<file path="src/rtl/alu_issue_queue.sv">
// rtl/alu_issue_queue.sv - FIFO of ALU requests feeding an external combinational ALU, with a registered result stage
// Holds DEPTH queued requests plus one result; flag_z tracks the zero flag of the last consumed result.
module alu_issue_queue #(
   parameter int DEPTH = 4,
   parameter int W     = 16
) (
   input  logic                     clk,
   input  logic                     rst_n,
   input  logic                     in_valid,
   output logic                     in_ready,
   input  logic [1:0]               in_op,
   input  logic [W-1:0]             in_a,
   input  logic [W-1:0]             in_b,
   output logic [W-1:0]             alu_a,
   output logic [W-1:0]             alu_b,
   output logic [1:0]               alu_op,
   input  logic [W-1:0]             alu_out,
   input  logic                     alu_z,
   output logic                     res_valid,
   input  logic                     res_ready,
   output logic [W-1:0]             res_data,
   output logic                     res_z,
   output logic                     flag_z,
   output logic [$clog2(DEPTH):0]   count,
   output logic                     err_op
);

   localparam int AW = $clog2(DEPTH);
   localparam int CW = AW + 1;

   logic [1:0]    fifo_op_q [DEPTH];
   logic [W-1:0]  fifo_a_q  [DEPTH];
   logic [W-1:0]  fifo_b_q  [DEPTH];

   logic [AW-1:0] wr_ptr_q, wr_ptr_d;
   logic [AW-1:0] rd_ptr_q, rd_ptr_d;
   logic [CW-1:0] count_q, count_d;
   logic          res_valid_q, res_valid_d;
   logic [W-1:0]  res_data_q, res_data_d;
   logic          res_z_q, res_z_d;
   logic          flag_z_q, flag_z_d;
   logic          err_op_q, err_op_d;

   logic          push, illegal, pop, not_empty;

   assign not_empty = (count_q != '0);
   assign in_ready  = (count_q < CW'(DEPTH));
   assign push      = in_valid && in_ready && (in_op != 2'd3);
   assign illegal   = in_valid && in_ready && (in_op == 2'd3);
   // A pop moves the head into the result register, so it needs that register free or draining.
   assign pop       = not_empty && (!res_valid_q || res_ready);

   assign alu_a  = not_empty ? fifo_a_q[rd_ptr_q]  : '0;
   assign alu_b  = not_empty ? fifo_b_q[rd_ptr_q]  : '0;
   assign alu_op = not_empty ? fifo_op_q[rd_ptr_q] : 2'd2;

   always_comb begin
      wr_ptr_d    = wr_ptr_q;
      rd_ptr_d    = rd_ptr_q;
      res_valid_d = res_valid_q;
      res_data_d  = res_data_q;
      res_z_d     = res_z_q;
      flag_z_d    = flag_z_q;
      err_op_d    = illegal;
      if (push) wr_ptr_d = wr_ptr_q + AW'(1);
      if (pop)  rd_ptr_d = rd_ptr_q + AW'(1);
      count_d = count_q + CW'(push) - CW'(pop);
      if (pop) begin
         res_valid_d = 1'b1;
         res_data_d  = alu_out;
         res_z_d     = alu_z;
      end else if (res_valid_q && res_ready) begin
         res_valid_d = 1'b0;
      end
      if (res_valid_q && res_ready) flag_z_d = res_z_q;
   end

   always_ff @(posedge clk or negedge rst_n) begin
      if (!rst_n) begin
         wr_ptr_q    <= '0;
         rd_ptr_q    <= '0;
         count_q     <= '0;
         res_valid_q <= 1'b0;
         res_data_q  <= '0;
         res_z_q     <= 1'b0;
         flag_z_q    <= 1'b0;
         err_op_q    <= 1'b0;
      end else begin
         wr_ptr_q    <= wr_ptr_d;
         rd_ptr_q    <= rd_ptr_d;
         count_q     <= count_d;
         res_valid_q <= res_valid_d;
         res_data_q  <= res_data_d;
         res_z_q     <= res_z_d;
         flag_z_q    <= flag_z_d;
         err_op_q    <= err_op_d;
      end
   end

   // Storage needs no reset: entries are only visible while count says they are valid.
   always_ff @(posedge clk) begin
      if (push) begin
         fifo_op_q[wr_ptr_q] <= in_op;
         fifo_a_q[wr_ptr_q]  <= in_a;
         fifo_b_q[wr_ptr_q]  <= in_b;
      end
   end

   assign res_valid = res_valid_q;
   assign res_data  = res_data_q;
   assign res_z     = res_z_q;
   assign flag_z    = flag_z_q;
   assign count     = count_q;
   assign err_op    = err_op_q;

endmodule

</file>
<file path="config.mk">
export PLATFORM = sky130hd
export DESIGN_NAME = alu_issue_queue
export DESIGN_NICKNAME = d
export VERILOG_FILES = /design/src/rtl/alu_issue_queue.sv
export SDC_FILE = /design/constraint.sdc
export NUM_CORES = 1
export LEC_CHECK = 0
export CAP_MARGIN = 15
export CORE_MARGIN = 8
export CORE_UTILIZATION = 45
export CTS_BUF_LIST = sky130_fd_sc_hd__clkbuf_4
export DETAILED_ROUTE_END_ITERATION = 10
export DONT_BUFFER_PORTS = 1
export GPL_TIMING_DRIVEN = 1
export PLACE_DENSITY_LB_ADDON = 0.2
export SLEW_MARGIN = 10
export SYNTH_ARGS = -nofsm -noshare
export SYNTH_HDL_FRONTEND = slang
export SYNTH_SLANG_ARGS = --single-unit
</file>
<file path="constraint.sdc">
create_clock -name clk -period 2.35 [get_ports clk]
set_input_delay 0.235 -clock clk [delete_from_list [all_inputs] [get_ports clk]]
set_output_delay 0.235 -clock clk [all_outputs]
set_load 0.01 [all_outputs]
</file>
# Word-level counts from Yosys, hierarchy flattened
# Memories as Yosys holds them, arrays and structs flattened.
# Index checks and enable logic that the tools add are counted.
classes:
  magnitude_cmp: 1
  addsub: 4
  n_mux: 7
  n_eq_ne: 2
  n_reduce_logical: 9
op_table:
  columns: ["op", "n"]
  rows:
  - ["$mux W16", 2]
  - ["$logic_and A1 B1 Y1", 5]
  - ["$add A2 B1 Y2 const B", 2]
  - ["$mux W1", 4]
  - ["$add A3 B1 Y3", 1]
  - ["$lt A3 B3 Y1 const B", 1]
  - ["$reduce_bool A3 Y1", 1]
  - ["$sub A3 B1 Y3", 1]
  - ["$eq A2 B2 Y1 const B", 1]
  - ["$mux W2", 1]
  - ["$ne A2 B2 Y1 const B", 1]
  - ["$reduce_bool A2 Y1", 1]
  - ["$logic_not A1 Y1", 1]
  - ["$logic_or A1 B1 Y1", 1]
totals:
  wordCells: 34
  ram_bits: 136
  reg_bits: 27
  n_memories: 3
mem_list:
  columns: ["name", "words", "word_bits", "read_ports", "rd_clocked_by_memory_dff", "wr", "line_no", "text"]
  rows:
  - ["fifo_a_q", 4, 16, 1, 0, 1, "32", "logic [W-1:0] fifo_a_q [DEPTH];"]
  - ["fifo_b_q", 4, 16, 1, 0, 1, "33", "logic [W-1:0] fifo_b_q [DEPTH];"]
  - ["fifo_op_q", 4, 2, 1, 0, 1, "31", "logic [1:0] fifo_op_q [DEPTH];"]

# Logic depth before layout (Yosys ltp)
depth:
  word_depth: 5
  mapped_depth: 10
  depth_no_buf: 9

# Worst setup path before layout
# OpenSTA, ideal clock, no wires.
synth_path:
  path_type: "register to register"
  startpoint: "reg count_q[2] (netlist: count[2])"
  endpoint: "reg count_q[2] (netlist: count[2])"
  path_stages_with_launch: 11
  arrival_ns: 2.195
  path_buffers: 2
  path_slack_ns: 0.031
  path_cell_list: "dfrtp_1 > nor3_4 > nor2b_2 > buf_6 > buf_12 > ha_1 > inv_1 > ha_1 > fa_1 > xnor2_1 > xnor2_1"
synth_via:
  word_cells_on_any_way: 7
  classes_between: "add/sub: 2; order compare: 1; reduce/logical: 4"
synth_lines:
  columns: ["element", "line_no", "text"]
  rows:
  - ["from (decl)", "37", "logic [CW-1:0] count_q, count_d;"]
  - ["from (signal assigned)", "91", "count_q <= count_d;"]
  - ["$reduce_bool A3 Y1", "46", "assign not_empty = (count_q != '0);"]
  - ["$logic_and A1 B1 Y1", "51", "assign pop = not_empty && (!res_valid_q || res_ready);"]
  - ["named net pop", "44", "logic push, illegal, pop, not_empty;"]
  - ["$sub A3 B1 Y3", "67", "count_d = count_q + CW'(push) - CW'(pop);"]
  - ["named net count_d[2]", "37", null]
# The timed path passes the listed nets, and every way through them passes these cells.
# A chain may end at the register's enable or synchronous reset.

# Worst setup path after layout
layout_path:
  startpoint: "reg rd_ptr_q[0]"
  endpoint: "out alu_b[9]"
layout_via:
  elab_chain_cells: 2
layout_lines:
  columns: ["element", "line_no", "text"]
  rows:
  - ["from (decl)", "36", "logic [AW-1:0] rd_ptr_q, rd_ptr_d;"]
  - ["from (signal assigned)", "90", "rd_ptr_q <= rd_ptr_d;"]
  - ["$mem_v2 Z4 W16", null, null]
  - ["$mux W16", "54", "assign alu_b = not_empty ? fifo_b_q[rd_ptr_q] : '0;"]
  - ["to (decl)", "15", "output logic [W-1:0] alu_b,"]
# No other way between the ends.

==> run summary <==
## Clock tree
- clock latency on the worst-skew pair: 540 ps
- root buf cell: clkbuf_4
- CTS tree: yes
- Reg clk slew, reported paths: 140 ps
- H-tree depth: 4
- TritonCTS Sinks: 163
- number of buffers added by the clock tree synthesis step: 17
- maximum buffer depth of the clock tree: 2

## Detailed routing
- total via count in the routed design: 2,974
- number of detailed-routing iterations run before antenna repair: 6
- DRC: 0
- Vias/cell: 5.16
- average wire per standard cell: 20.8 um
- total length of routed wires: 12,000 um
- number of DRC markers after the initial detailed-route iteration: 140
- antenna viol nets, final: 0

## Layout
- synth-to-layout area growth: 19.3%
- final instance area: 7580 um2
- final core utilization: 0.548
- proportion of layout cells with a drive suffix above 1: 0.305
- final-stage net count: 443

## Die
- core box area: 13,800 um2
- chip height: 135 um
- Initial Util: 0.460
- Chip Width: 135 um
- die footprint: 18,200 um2
- IO Pins: 113
- Site Rows: 43

## Logic synthesis
- most repeated cell in the gate-level netlist after synthesis: edfxtp_1
- count of yosys warnings during synthesis: 0
- count of state elements after synthesis: 163
- gate count of the mapped netlist: 296
- net count of the mapped netlist: 358
- EDFF count, synth: 136
- biggest area consumer among synthesized cells: edfxtp_1
- most common flop cell mapped by yosys: edfxtp_1
- share of the yosys chip area belonging to registers: 0.749
- Avg Cell Area, Syn: 21.5 um2
- Cell Area, Synth: 6350 um2
- biggest area contributors in the synthesized netlist: edfxtp_1, mux4_2, dfrtp_1, nor2b_1, mux2_2
- fraction of registers with async set or reset after synthesis: 0.166
- ranking of synthesized cells by instance count: edfxtp_1, mux4_2, nor2b_1
- number of different library cells in the post-synthesis netlist: 27
- share of the synthesized area in the top cell type: 0.643

## Timing
- Setup violations, final: 0
- Final Skew: 18.4 ps
- Slew headroom: 0.782
- transition at the pin with the smallest max-transition slack: 327 ps
- Fin Hold WS: 124 ps
- Period minus WS final: 2250 ps
- Final Max Tran Viols: 0
- Final WS setup: 95.1 ps
- Setup Total Neg Slack: 0 ps
- unrepaired setup endpoints after global routing: true
- part of the cycle the worst path needs: 0.960
- maximum operating frequency: 443 MHz
- Final Hold Vio Count: 0

## Place
- pre-CTS WS: 191 ps
- placed instance area: 6630 um2
- number of buffers inserted by port buffering: 0
- half-perimeter wire length after detailed placement: 7310 um
- routability cong.: 0.660

## Run
- Max-Cap Viols: 0

## Global route
- residual overflow from global routing: 0
- first-pass GRT wire length: 18,400 um
- pin count of the biggest net entering global routing: 37
- number of global-route vias before repair: 3,213
- antenna violations before repair: 2
- combined global-route utilization of all metal layers: 0.138

## Setup path
- data arrival time at the worst-slack endpoint: 2020 ps
- reg-to-reg setup timing slack: 210 ps
- source of the worst register-to-register timing path: count[2]
- Worst Path Class, Setup: register to output pin
- peak fanout along the critical path: 11
- startpoint type of the worst setup path: register
- Worst setup EP type: output pin
- endpoint of the worst register-to-register path: count[2]
- Worst Reg2Reg Path Length in Cells: 9
- critical path required time: 2120 ps

## Power
- Static Leakage: 2.64 nW
- power density over the cells: 1100 nW/um2
- worst-case vdd ir drop: 0.857 mV

## Hold path
- Hold/Removal Path Class: primary input to asynchronous set/reset pin

## Status
- status: completed

metrics by stage:
| stage | instances | total power [mW] |
|---|---|---|
| floorplan | 296 | 5.96 |
| global placement | 479 | 6.51 |
| detailed placement | 479 | 6.56 |
| CTS | 568 | 8.43 |
| global route | 576 | 8.80 |
| finish | 576 | 8.33 |
cells in the final DEF (no fill, tap or decap), drive strengths merged, types with 2 or more instances in the layout:
master       netlist  final
and2               4      4
and2b              5      5
buf               10     24
bufinv             0      2
clkbuf             3     18
clkinv             0      4
clkinvlp           0      5
dfrtp             27     27
diode              0      2
dlygate4sd3        0     54
edfxtp           136    136
ha                 6      6
inv                7     10
mux2              19     19
mux4              34     34
nand2              3      3
nor2b             29     29
xnor2              3      3
xor2               2      2
worst max-delay path by stage:
stage	startpoint	to	slack, ps	cells after the start
floorplan	count[2]	count[2]	30	10
global placement	res_valid	count[2]	220	8
detailed placement	res_valid	count[2]	190	8
CTS	rd_ptr_q[0]	alu_op[1]	3	3
global route	rd_ptr_q[0]	alu_b[9]	-30	3
finish	rd_ptr_q[0]	alu_b[9]	100	3
registers in the layout, summed over array words and instances (netlist names):
signal / flops
count: 3
err_op: 1
fifo_a_q: 64
fifo_b_q: 64
fifo_op_q: 8
flag_z: 1
rd_ptr_q: 2
res_data: 16
res_valid: 1
res_z: 1
wr_ptr_q: 2
repair_timing:
item,4_1_cts,5_1_grt
cloned,1,0
endpoints found under the setup margin,5,9
buffers inserted,1,6
gates resized for setup,3,0
endpoints found under the hold margin,184,0
hold buffers,55,0
worst max-delay path, cell delays in order, from the launching register on:
cell       delay, ps
dfrtp_2          460
bufbuf_16        330
mux4_2           510
nor2b_1          190
report_power, final:
part / leakage [nW] / total (mW) / switching, mW / internal, mW
sequential: 1.54 / 3.98 / 0.365 / 3.62
clock: 0.141 / 1.64 / 0.984 / 0.655
combinational: 0.951 / 2.71 / 1.32 / 1.39
total: 2.64 / 8.33 / 2.66 / 5.67
final cells by class:
cell class | count | area (um2)
inverter | 7 | 26.3
antenna | 2 | 5.00
sequential | 163 | 4760
timing repair buffer | 79 | 798
tap | 180 | 225
fill | 1082 | 6250
clock inverter | 14 | 156
multi-input combinational | 113 | 1470
clock buffer | 18 | 135
kinds of logic after synthesis:
logic type               Yosys count  share of synthesized area
multiplexers                      53                      0.159
flip-flops                       163                      0.749
adder cells (fa/ha/maj)            7                     0.0150
XOR/XNOR                           5                    0.00689
buffers and inverters             20                     0.0205
AO/OA/AOI/OAI                      1                    0.00138
AND/OR/NAND/NOR                   47                     0.0484
metal layers:
metal  routed length, um  vias to the layer above  track usage
met4                 202                        0       0.0561
met5                   0                        -            0
li1                    -                     1332            -
met3                 857                       16       0.0557
met1                5060                     1545        0.165
met2                5870                       81        0.218
Power figures use the tool's default switching activity.
==> RTL change, RTL diff (same settings) <==
Change the parameter `DEPTH` from 4 to 8.
--- a/src/rtl/alu_issue_queue.sv
+++ b/src/rtl/alu_issue_queue.sv
@@ -1,7 +1,7 @@
 // rtl/alu_issue_queue.sv - FIFO of ALU requests feeding an external combinational ALU, with a registered result stage
 // Holds DEPTH queued requests plus one result; flag_z tracks the zero flag of the last consumed result.
 module alu_issue_queue #(
-   parameter int DEPTH = 4,
+   parameter int DEPTH = 8,
    parameter int W     = 16
 ) (
    input  logic                     clk,
Ports: changed (resized count); port bits go from 113 to 114. No check against the original RTL was run, so the function may have changed too.
==> RTL change against the original RTL <==
The flow now finishes with violations (negative setup slack); cell area increased by 91%; synthesized area increased by 81%; non-clock buffer count increased by 37; worst setup slack worse by 0.25 ns; power increased by 110%; largest cell class unchanged; clock power rose by 150%; sequential cell count grew 139; wire length up 110%.
==> RTL change: results (changes against the original RTL) <==
* **quantity of gates resized following cts** 48, +45
* **leakage power total** 4.96 nW, +88%
* **maximum VDD drop** 535 µV, -38%
* **number of DRC markers in iteration 0** 273, +95%
* **Top delay family on crit path** buffers and inverters
* **Final Wtd Congestion** 0.688, +4.2%
* **Final Instance Count excl. Fillers** 1,054, +83%
* **DP Wirelength** 13,200 µm, +80%
* **H-Tree Depth** 3, -1
* **commonest cells in the synthesized netlist** 272 x sky130_fd_sc_hd__edfxtp_1, 66 x sky130_fd_sc_hd__mux4_2, 33 x sky130_fd_sc_hd__a22o_1
* **CTS clock-pin slew for the worst setup and hold paths** 0.07 ns, -0.07 ns
* **run status** complete, but fails checks
* **fraction of final layout cells with drive strength greater than 1** 42.9%, +12 points
* **clock network latency to the later pin of the worst-skew pair** 0.66 ns, +0.12 ns
* **leading registers by flop count** fifo_a_q (128), fifo_b_q (128)
* **net count after synthesis** 561, +57%
* **highest fanout seen on the critical path** 14, +3
* **synthesized netlist cell count** 498, +68%
* **Min-Delay Path Class** in -> reg
* **detail-routed net length per standard cell** 23.5 µm, +13%
* **FFs w/ async S/R, synth** 9.93%, -6.6 points
* **length of the first detailed-routing pass in iterations** 4, -2
* **vias in the first global route** 6,227, +94%
* **count of vias placed by the detailed router** 5,574, +87%
* **worst-case register-to-register setup slack** 0.15 ns, -0.06 ns
* **Final setup viols** 35, +35
* **top cells by area in the synthesized netlist** sky130_fd_sc_hd__edfxtp_1 71%, sky130_fd_sc_hd__mux4_2 13%, sky130_fd_sc_hd__dfrtp_1 6.5%
* **pre-CTS setup slack** 0.181 ns, -0.00979 ns
* **number of distinct library cells after synthesis** 26, -3.7%
* **worst clock skew** 0.0255 ns, +0.00712 ns
* **arrival time at the worst endpoint** 2.27 ns, +0.25 ns
* **count of fill cells added during filler insertion** 1,881, +74%
* **initial antenna violation count** 1, -1
* **maximum buffer depth of the clock tree** 3, +1
* **Min Hold Slack** 0.267 ns, +0.142 ns
* **capture endpoint of the worst hold path** res_data[11]$_DFFE_PN0P_
* **Area after DPL** 0.0123 mm², +85%
* **Worst Setup EP** alu_a[6]
* **largest net degree at the start of global routing** 29, -22%
* **transition time of the tightest slew-check pin** 0.620 ns, +0.293 ns
* **# nets final** 728, +64%
* **total clock buffers created by CTS** 74, +57
* **worst reg-to-reg path cell count** 10, +1
* **maximum single-stage delay on the critical path** 0.45 ns, -0.06 ns
* **failing checks** negative setup slack
* **Post-CTS Setup Repair Bufs** 21, +20
* **number of buffers inserted by hold repair at cts** 57, +3.6%
* **wire length of the first global-routing pass** 37,600 µm, +100%
* **GRT Util Overall** 16.3%, +2.5 points
* **final total negative setup slack** -4.62 ns, -4.62 ns
* **Placed Instances** 834, +74%
* **setup ws final** -0.159 ns, -0.255 ns
* **slowest CP cell** sky130_fd_sc_hd__dfrtp_2
* **final standard cell utilization of the core** 57.5%, +2.7 points
* **Post-synth EDFFs** 272, +100%
-- RTL change: changes by cell type after synthesis, moves of 3 or more --
cell and delta:
sky130_fd_sc_hd__dfrtp_1 +3, sky130_fd_sc_hd__clkbuf_1 +8, sky130_fd_sc_hd__nor3_1 +3, sky130_fd_sc_hd__nor2_1 +6, sky130_fd_sc_hd__a22o_1 +33, sky130_fd_sc_hd__buf_2 +4
sky130_fd_sc_hd__mux2_4 -8, sky130_fd_sc_hd__mux2_2 +9, sky130_fd_sc_hd__and2b_1 -5, sky130_fd_sc_hd__nor2b_1 -24, sky130_fd_sc_hd__mux4_2 +32, sky130_fd_sc_hd__edfxtp_1 +136
sky130_fd_sc_hd__and2_1 -4
-- RTL change: layout make-up --
cell class / instances / area share, %
clock inverter: 33 / 1.10
multi-input combinational: 165 / 19.2
timing repair buffer: 116 / 9.69
tap: 330 / 2.86
inverter: 6 / 0.156
antenna: 2 / 0.0346
sequential: 302 / 61.8
clock buffer: 100 / 5.20
-- RTL change: cells by family after synthesis --
| group | synth area share, % |
|---|---|
| compound gates | 2.67 |
| xor+xnor | 0.458 |
| fa+ha+maj | 0.938 |
| buf+inv | 1.58 |
| flops | 77.7 |
| mux | 15.4 |
| simple gates | 1.23 |
-- RTL change: layer usage --
layer | track usage [%] | vias to the layer above | part of all wire, % | wire, µm
li1 | - | 2486 | - | -
met1 | 20.5 | 2886 | 42 | 10500
met2 | 26.5 | 176 | 50 | 12400
met3 | 5.41 | 26 | 6.8 | 1670
met4 | 5.09 | 0 | 1.1 | 269
met5 | 0 | - | 0 | 0
-- RTL change: power by group --
group / internal [mW] / switching, mW
Combinational: 3.37 / 2.92
Sequential: 6.43 / 0.415
Clock: 2.11 / 1.99
